<file path="config.mk">
export PLATFORM = sky130hd
export DESIGN_NAME = complex_mul_pipe
export DESIGN_NICKNAME = d
export VERILOG_FILES = /design/src/rtl/complex_mul_pkg.sv /design/src/rtl/complex_round_sat.sv /design/src/rtl/complex_mul_pipe.sv
export SDC_FILE = /design/constraint.sdc
export NUM_CORES = 2
export LEC_CHECK = 0
export ABC_AREA = 1
export CAP_MARGIN = 20
export CORE_UTILIZATION = 40
export CTS_CLUSTER_DIAMETER = 100
export CTS_CLUSTER_SIZE = 30
export DETAILED_ROUTE_END_ITERATION = 7
export PLACE_DENSITY = 0.61
export SYNTH_ARGS = -nofsm -noshare
export SYNTH_HDL_FRONTEND = slang
export SYNTH_SLANG_ARGS = --single-unit
</file>
<file path="constraint.sdc">
create_clock -name clk -period 27 [get_ports clk]
set_input_delay 2.7 -clock clk [delete_from_list [all_inputs] [get_ports clk]]
set_output_delay 2.7 -clock clk [all_outputs]
set_load 0.05 [all_outputs]
</file>
<file path="src/rtl/complex_mul_pkg.sv">
// Shared widths, pipeline depth and the valid/last sideband type for the complex multiplier.
package complex_mul_pkg;

   localparam int LATENCY = 5;

   typedef struct packed {
      logic [LATENCY-1:0] vld;
      logic [LATENCY-1:0] last;
   } sideband_t;

   function automatic int full_w(input int a_w, input int b_w);
      return a_w + b_w + 1;
   endfunction

endpackage

</file>
<file path="src/rtl/complex_round_sat.sv">
// Combinational round-half-up, arithmetic right shift and clamp to OUT_W signed bits.
// One guard bit above IN_W keeps the rounding add from wrapping.
module complex_round_sat #(
   parameter int IN_W  = 33,
   parameter int OUT_W = 16,
   parameter int SHIFT = 15
) (
   input  logic [IN_W-1:0]  din,
   output logic [OUT_W-1:0] dout,
   output logic             sat
);
   localparam int W  = IN_W + 1;
   localparam int RS = (SHIFT > 0) ? SHIFT - 1 : 0;
   localparam logic signed [W-1:0] RND   = (SHIFT > 0) ? (W'(1) << RS) : '0;
   localparam logic signed [W-1:0] MAX_V = {{(W-OUT_W+1){1'b0}}, {(OUT_W-1){1'b1}}};
   localparam logic signed [W-1:0] MIN_V = {{(W-OUT_W+1){1'b1}}, {(OUT_W-1){1'b0}}};

   logic signed [W-1:0] rnd;
   logic signed [W-1:0] shf;

   always_comb begin
      rnd  = W'($signed(din)) + RND;
      shf  = rnd >>> SHIFT;
      dout = shf[OUT_W-1:0];
      sat  = 1'b0;
      if (shf > MAX_V) begin
         dout = MAX_V[OUT_W-1:0];
         sat  = 1'b1;
      end else if (shf < MIN_V) begin
         dout = MIN_V[OUT_W-1:0];
         sat  = 1'b1;
      end
   end

endmodule

</file>
<file path="src/rtl/complex_mul_pipe.sv">
// Pipelined complex multiplier (Gauss 3-mult) with optional conj(B), rounding and saturation.
// Latency 5 cycles; the whole pipe stalls when out_vld is held against out_rdy low.
module complex_mul_pipe
   import complex_mul_pkg::*;
#(
   parameter int A_W   = 16,
   parameter int B_W   = 16,
   parameter int OUT_W = 16,
   parameter int SHIFT = 15
) (
   input  logic             clk,
   input  logic             rst,
   input  logic             in_vld,
   output logic             in_rdy,
   input  logic [A_W-1:0]   in_ar,
   input  logic [A_W-1:0]   in_ai,
   input  logic [B_W-1:0]   in_br,
   input  logic [B_W-1:0]   in_bi,
   input  logic             in_conj,
   input  logic             in_last,
   output logic             out_vld,
   input  logic             out_rdy,
   output logic [OUT_W-1:0] out_re,
   output logic [OUT_W-1:0] out_im,
   output logic             out_last,
   output logic             out_sat,
   input  logic             sat_clr,
   output logic             sat_sticky
);
   localparam int FULL_W = full_w(A_W, B_W);
   localparam int PROD_W = A_W + B_W + 2;

   sideband_t sb;
   logic      en;

   logic signed [A_W-1:0]    ar1, ai1, ar2, ai2;
   logic signed [B_W:0]      br1, bi1, br2;
   logic signed [B_W:0]      br_x, bi_x, bi_c;
   logic signed [A_W:0]      sa2;
   logic signed [B_W+1:0]    db2, sb2;
   logic signed [PROD_W-1:0] k1, k2, k3;
   logic signed [FULL_W-1:0] re4, im4;
   logic [OUT_W-1:0]         re_rs, im_rs;
   logic                     re_sat, im_sat;
   logic                     sat_in;

   assign en       = !sb.vld[LATENCY-1] | out_rdy;
   assign in_rdy   = en & !rst;
   assign out_vld  = sb.vld[LATENCY-1];
   assign out_last = sb.last[LATENCY-1];

   // conj(B) is formed one bit wider so negating the most negative bi cannot wrap
   assign br_x = (B_W+1)'($signed(in_br));
   assign bi_x = (B_W+1)'($signed(in_bi));
   assign bi_c = in_conj ? -bi_x : bi_x;

   complex_round_sat #(.IN_W(FULL_W), .OUT_W(OUT_W), .SHIFT(SHIFT)) u_rs_re (
      .din  (re4),
      .dout (re_rs),
      .sat  (re_sat)
   );

   complex_round_sat #(.IN_W(FULL_W), .OUT_W(OUT_W), .SHIFT(SHIFT)) u_rs_im (
      .din  (im4),
      .dout (im_rs),
      .sat  (im_sat)
   );

   // only real samples may flag saturation; bubbles carry stale data
   assign sat_in = sb.vld[LATENCY-2] & (re_sat | im_sat);

   always_ff @(posedge clk or posedge rst) begin
      if (rst) begin
         sb      <= '0;
         ar1     <= '0;
         ai1     <= '0;
         br1     <= '0;
         bi1     <= '0;
         ar2     <= '0;
         ai2     <= '0;
         br2     <= '0;
         sa2     <= '0;
         db2     <= '0;
         sb2     <= '0;
         k1      <= '0;
         k2      <= '0;
         k3      <= '0;
         re4     <= '0;
         im4     <= '0;
         out_re  <= '0;
         out_im  <= '0;
         out_sat <= 1'b0;
      end else if (en) begin
         sb.vld  <= {sb.vld[LATENCY-2:0], in_vld};
         sb.last <= {sb.last[LATENCY-2:0], in_last};
         ar1     <= $signed(in_ar);
         ai1     <= $signed(in_ai);
         br1     <= br_x;
         bi1     <= bi_c;
         sa2     <= (A_W+1)'(ar1) + (A_W+1)'(ai1);
         db2     <= (B_W+2)'(bi1) - (B_W+2)'(br1);
         sb2     <= (B_W+2)'(br1) + (B_W+2)'(bi1);
         ar2     <= ar1;
         ai2     <= ai1;
         br2     <= br1;
         k1      <= PROD_W'(br2) * PROD_W'(sa2);
         k2      <= PROD_W'(ar2) * PROD_W'(db2);
         k3      <= PROD_W'(ai2) * PROD_W'(sb2);
         re4     <= FULL_W'(k1 - k3);
         im4     <= FULL_W'(k1 + k2);
         out_re  <= re_rs;
         out_im  <= im_rs;
         out_sat <= sat_in;
      end
   end

   always_ff @(posedge clk or posedge rst) begin
      if (rst) begin
         sat_sticky <= 1'b0;
      end else if (en && sat_in) begin
         sat_sticky <= 1'b1;
      end else if (sat_clr) begin
         sat_sticky <= 1'b0;
      end
   end

endmodule

</file>
==> results.sh <==
export IMPL_io_pins=108
export IMPL_yosys_warnings=0
export IMPL_drcViolationCount=0
export IMPL_final_hold_viol_count=0
export IMPL_yosysMostFrequentCell="nand2_1"
export IMPL_critPathBufInv=2
export IMPL_criticalPathCategory="input pin to output pin"
export IMPL_synth_top_cell_by_area="fa_1"
export IMPL_insertion_delay_ns=0.63
export IMPL_die_h_um=371.1
export IMPL_cts_sinks=346
export IMPL_drv_slew=0
export IMPL_ys_seq_area_share_pct=15.89
export IMPL_design_core_area_mm2=0.1353
export IMPL_root_buffer="clkbuf_16"
export IMPL_num_vias=45600
export IMPL_tns_ns=0
export IMPL_worstSetupStartpoint="rst"
export IMPL_synth_top_cells_by_count="nand2_1, inv_1, fa_1"
export IMPL_cts_tree="yes"
export IMPL_period_needed_ns=6.895
export IMPL_critPathMaxStageDelay_ns=0.82
export IMPL_setup_violations=0
export IMPL_syn_area_mm2=0.05451
export IMPL_period_share_pct=25.54
export IMPL_htree_levels=1
export IMPL_synth_edff_count=0
export IMPL_numCtsBuffers=22
export IMPL_vias_per_cell=5.054
export IMPL_ys_ff_latch=346
export IMPL_tightest_slew_ns=1.077
export IMPL_rrSetupSlack_ns=20.51
export IMPL_cts_setup_buffers=0
export IMPL_antenna_found_initial=0
export IMPL_worstPathMaxFanout=2
export IMPL_yosys_most_used_dff="dfrtp_1"
export IMPL_fill_cells=13890
export IMPL_hold_path_class="flop to flop"
export IMPL_dr_pass1_iters=6
export IMPL_r2r_end="k1[32]$_DFFE_PP0N_"
export IMPL_finalNonFillerCells=9022
export IMPL_drive_gt1_share_pct=1.450
export IMPL_dp_hpwl_mm=132.6
export IMPL_synth_area_per_cell_um2=7.399
export IMPL_cp_common_cell="clkdlybuf4s50_1"
export IMPL_grt_pass1_wl_mm=258.9
export IMPL_fmax_mhz=145.0
export IMPL_grt_total_usage_pct=24.01
export IMPL_start_util_pct=40.29
export IMPL_end_kind="output pin"
export IMPL_path_cells="clkdlybuf4s50_1, nor2_1, clkdlybuf4s50_1"
export IMPL_finClkSkew_ns=0.03584
export IMPL_areaGrowthSynthToFinish_pct=5.819
export IMPL_drt_wirelength_per_cell_um=18.07
export IMPL_r2r_start="br2[1]$_DFFE_PP0N_"
export IMPL_status="finished, final reports clean"
export IMPL_grt_pass1_vias=45820
export IMPL_overflow=0
export IMPL_drtIter0Drc=3227
export IMPL_synth_top_area_share_pct=31.11
export IMPL_post_cts_resized=0
export IMPL_wirelength_mm=163.1
export IMPL_nets=8510
export IMPL_clkSlewWorstSetupHoldPaths_ns=0.09
export IMPL_synthCells=7367
export IMPL_dieArea_mm2=0.1377
export IMPL_yosys_top_cells_area="fa_1, dfrtp_1, nand2_1, inv_1, ha_1"
export IMPL_cp_endpoint="in_rdy"
export IMPL_maxCapViolations=0
export IMPL_start_kind="input pin"
export IMPL_ys_async_sr_fraction_pct=100.0
export IMPL_diodes=0
export IMPL_rsz0062_at_grt="no"
export IMPL_r2r_cells=19
export IMPL_path_depth=3
export IMPL_ys_types=42
export IMPL_fp_dieW_um=371.1
export IMPL_synth_net_count=8652
export IMPL_io_buffers=107
export IMPL_slowest_stage="clkdlybuf4s50_1"
export IMPL_slew_headroom_pct=28.23
export IMPL_grt_max_degree=112
export IMPL_arrival_ns=4.20
export IMPL_critPathTopFamily="buffers and inverters"
export IMPL_antenna_left=0
export IMPL_cts_buffer_depth=3
export IMPL_worst_ep_required_time_ns=24.30
export IMPL_num_rows=135
export IMPL_dp_cells=8982
export IMPL_postCtsHoldBufs=0
export IMPL_gp_congestion=0.9221
==> per-stage QoR <==
step	instance area (um2)	utilization [%]	hold WS, ns	worst slack, ns
after global routing	57680	42.63	0.5180	20.08
after floorplan	54510	-	0.4317	14.71
after global placement	56790	41.97	0.4520	20.11
after detailed placement	56790	41.97	0.4563	20.12
final	57680	42.63	0.4757	20.10
after CTS	57680	42.63	0.4769	20.12
==> registers in the layout, summed over array words and instances, names as in the netlist, 17 cells and up <==
name	cells
bi1	17
k3	33
sa2	17
sb2	17
re4	19
db2	18
k1	33
k2	33
im4	19
==> final cells by class <==
| type | instances | area, um2 | share of cell area [%] |
|---|---|---|---|
| sequential | 346 | 8658 | 15.01 |
| inverter | 1776 | 6681 | 11.58 |
| clock inverter | 15 | 286.5 | 0.4968 |
| clock buffer | 25 | 603.1 | 1.046 |
| multi-input combinational | 4956 | 38030 | 65.93 |
| timing repair buffer | 123 | 1191 | 2.065 |
| tap | 1781 | 2228 | 3.864 |
==> tightest hold or removal path, cell delays in order, from the launching register on <==
cell     delay (ns)
dfrtp_1        0.35
nand2_1        0.05
nand2_1        0.04
==> cell usage in the layout, fill, tap and decap left out, drive strengths merged <==
master,count
a21boi,6
a21o,19
a21oi,265
a31o,2
a31oi,37
and2,1
and3,7
buf,16
bufinv,1
clkbuf,25
clkdlybuf4s50,107
clkinv,7
dfrtp,346
fa,847
ha,367
inv,1783
nand2,2022
nand3,313
nand3b,18
nand4,64
nor2,430
nor3,50
nor4,6
o2111ai,1
o211ai,8
o21a,13
o21ai,336
o21bai,16
o22ai,2
o31ai,6
or2,29
xnor2,40
xor2,51
==> how the worst min path moves through the flow <==
| stage | endpoint | cells past startpoint | slack, ns | from |
|---|---|---|---|---|
| after floorplan | out_vld$_DFFE_PP0N_ | 2 | 0.43 | sb[8]$_DFFE_PP0N_ |
| after global placement | sb[2]$_DFFE_PP0N_ | 2 | 0.45 | sb[1]$_DFFE_PP0N_ |
| after detailed placement | sb[6]$_DFFE_PP0N_ | 2 | 0.46 | sb[5]$_DFFE_PP0N_ |
| after CTS | sb[6]$_DFFE_PP0N_ | 2 | 0.48 | sb[5]$_DFFE_PP0N_ |
| after global routing | out_last$_DFFE_PP0N_ | 2 | 0.52 | sb[3]$_DFFE_PP0N_ |
| final | sb[2]$_DFFE_PP0N_ | 2 | 0.48 | sb[1]$_DFFE_PP0N_ |
==> cells by family (layout without fill, tap and decap cells) <==
logic type | Yosys count | after routing | synth area share, %
adder cells (fa/ha/maj) | 1214 | 1214 | 39.53
AND/OR/NAND/NOR | 2940 | 2940 | 21.75
flip-flops | 346 | 346 | 15.89
AO/OA/AOI/OAI | 711 | 711 | 7.006
buffers and inverters | 2065 | 1939 | 14.36
XOR/XNOR | 91 | 91 | 1.462
==> metal layers <==
layer,track usage (%),part of all wire (%)
met3,2.751,5.8
met5,0,0
met4,7.194,3.5
met1,33.75,45
met2,38.79,46
Power is left out: the tool's default activity adds up to more than one toggle a clock period on the data nets, which glitch-free logic cannot reach.
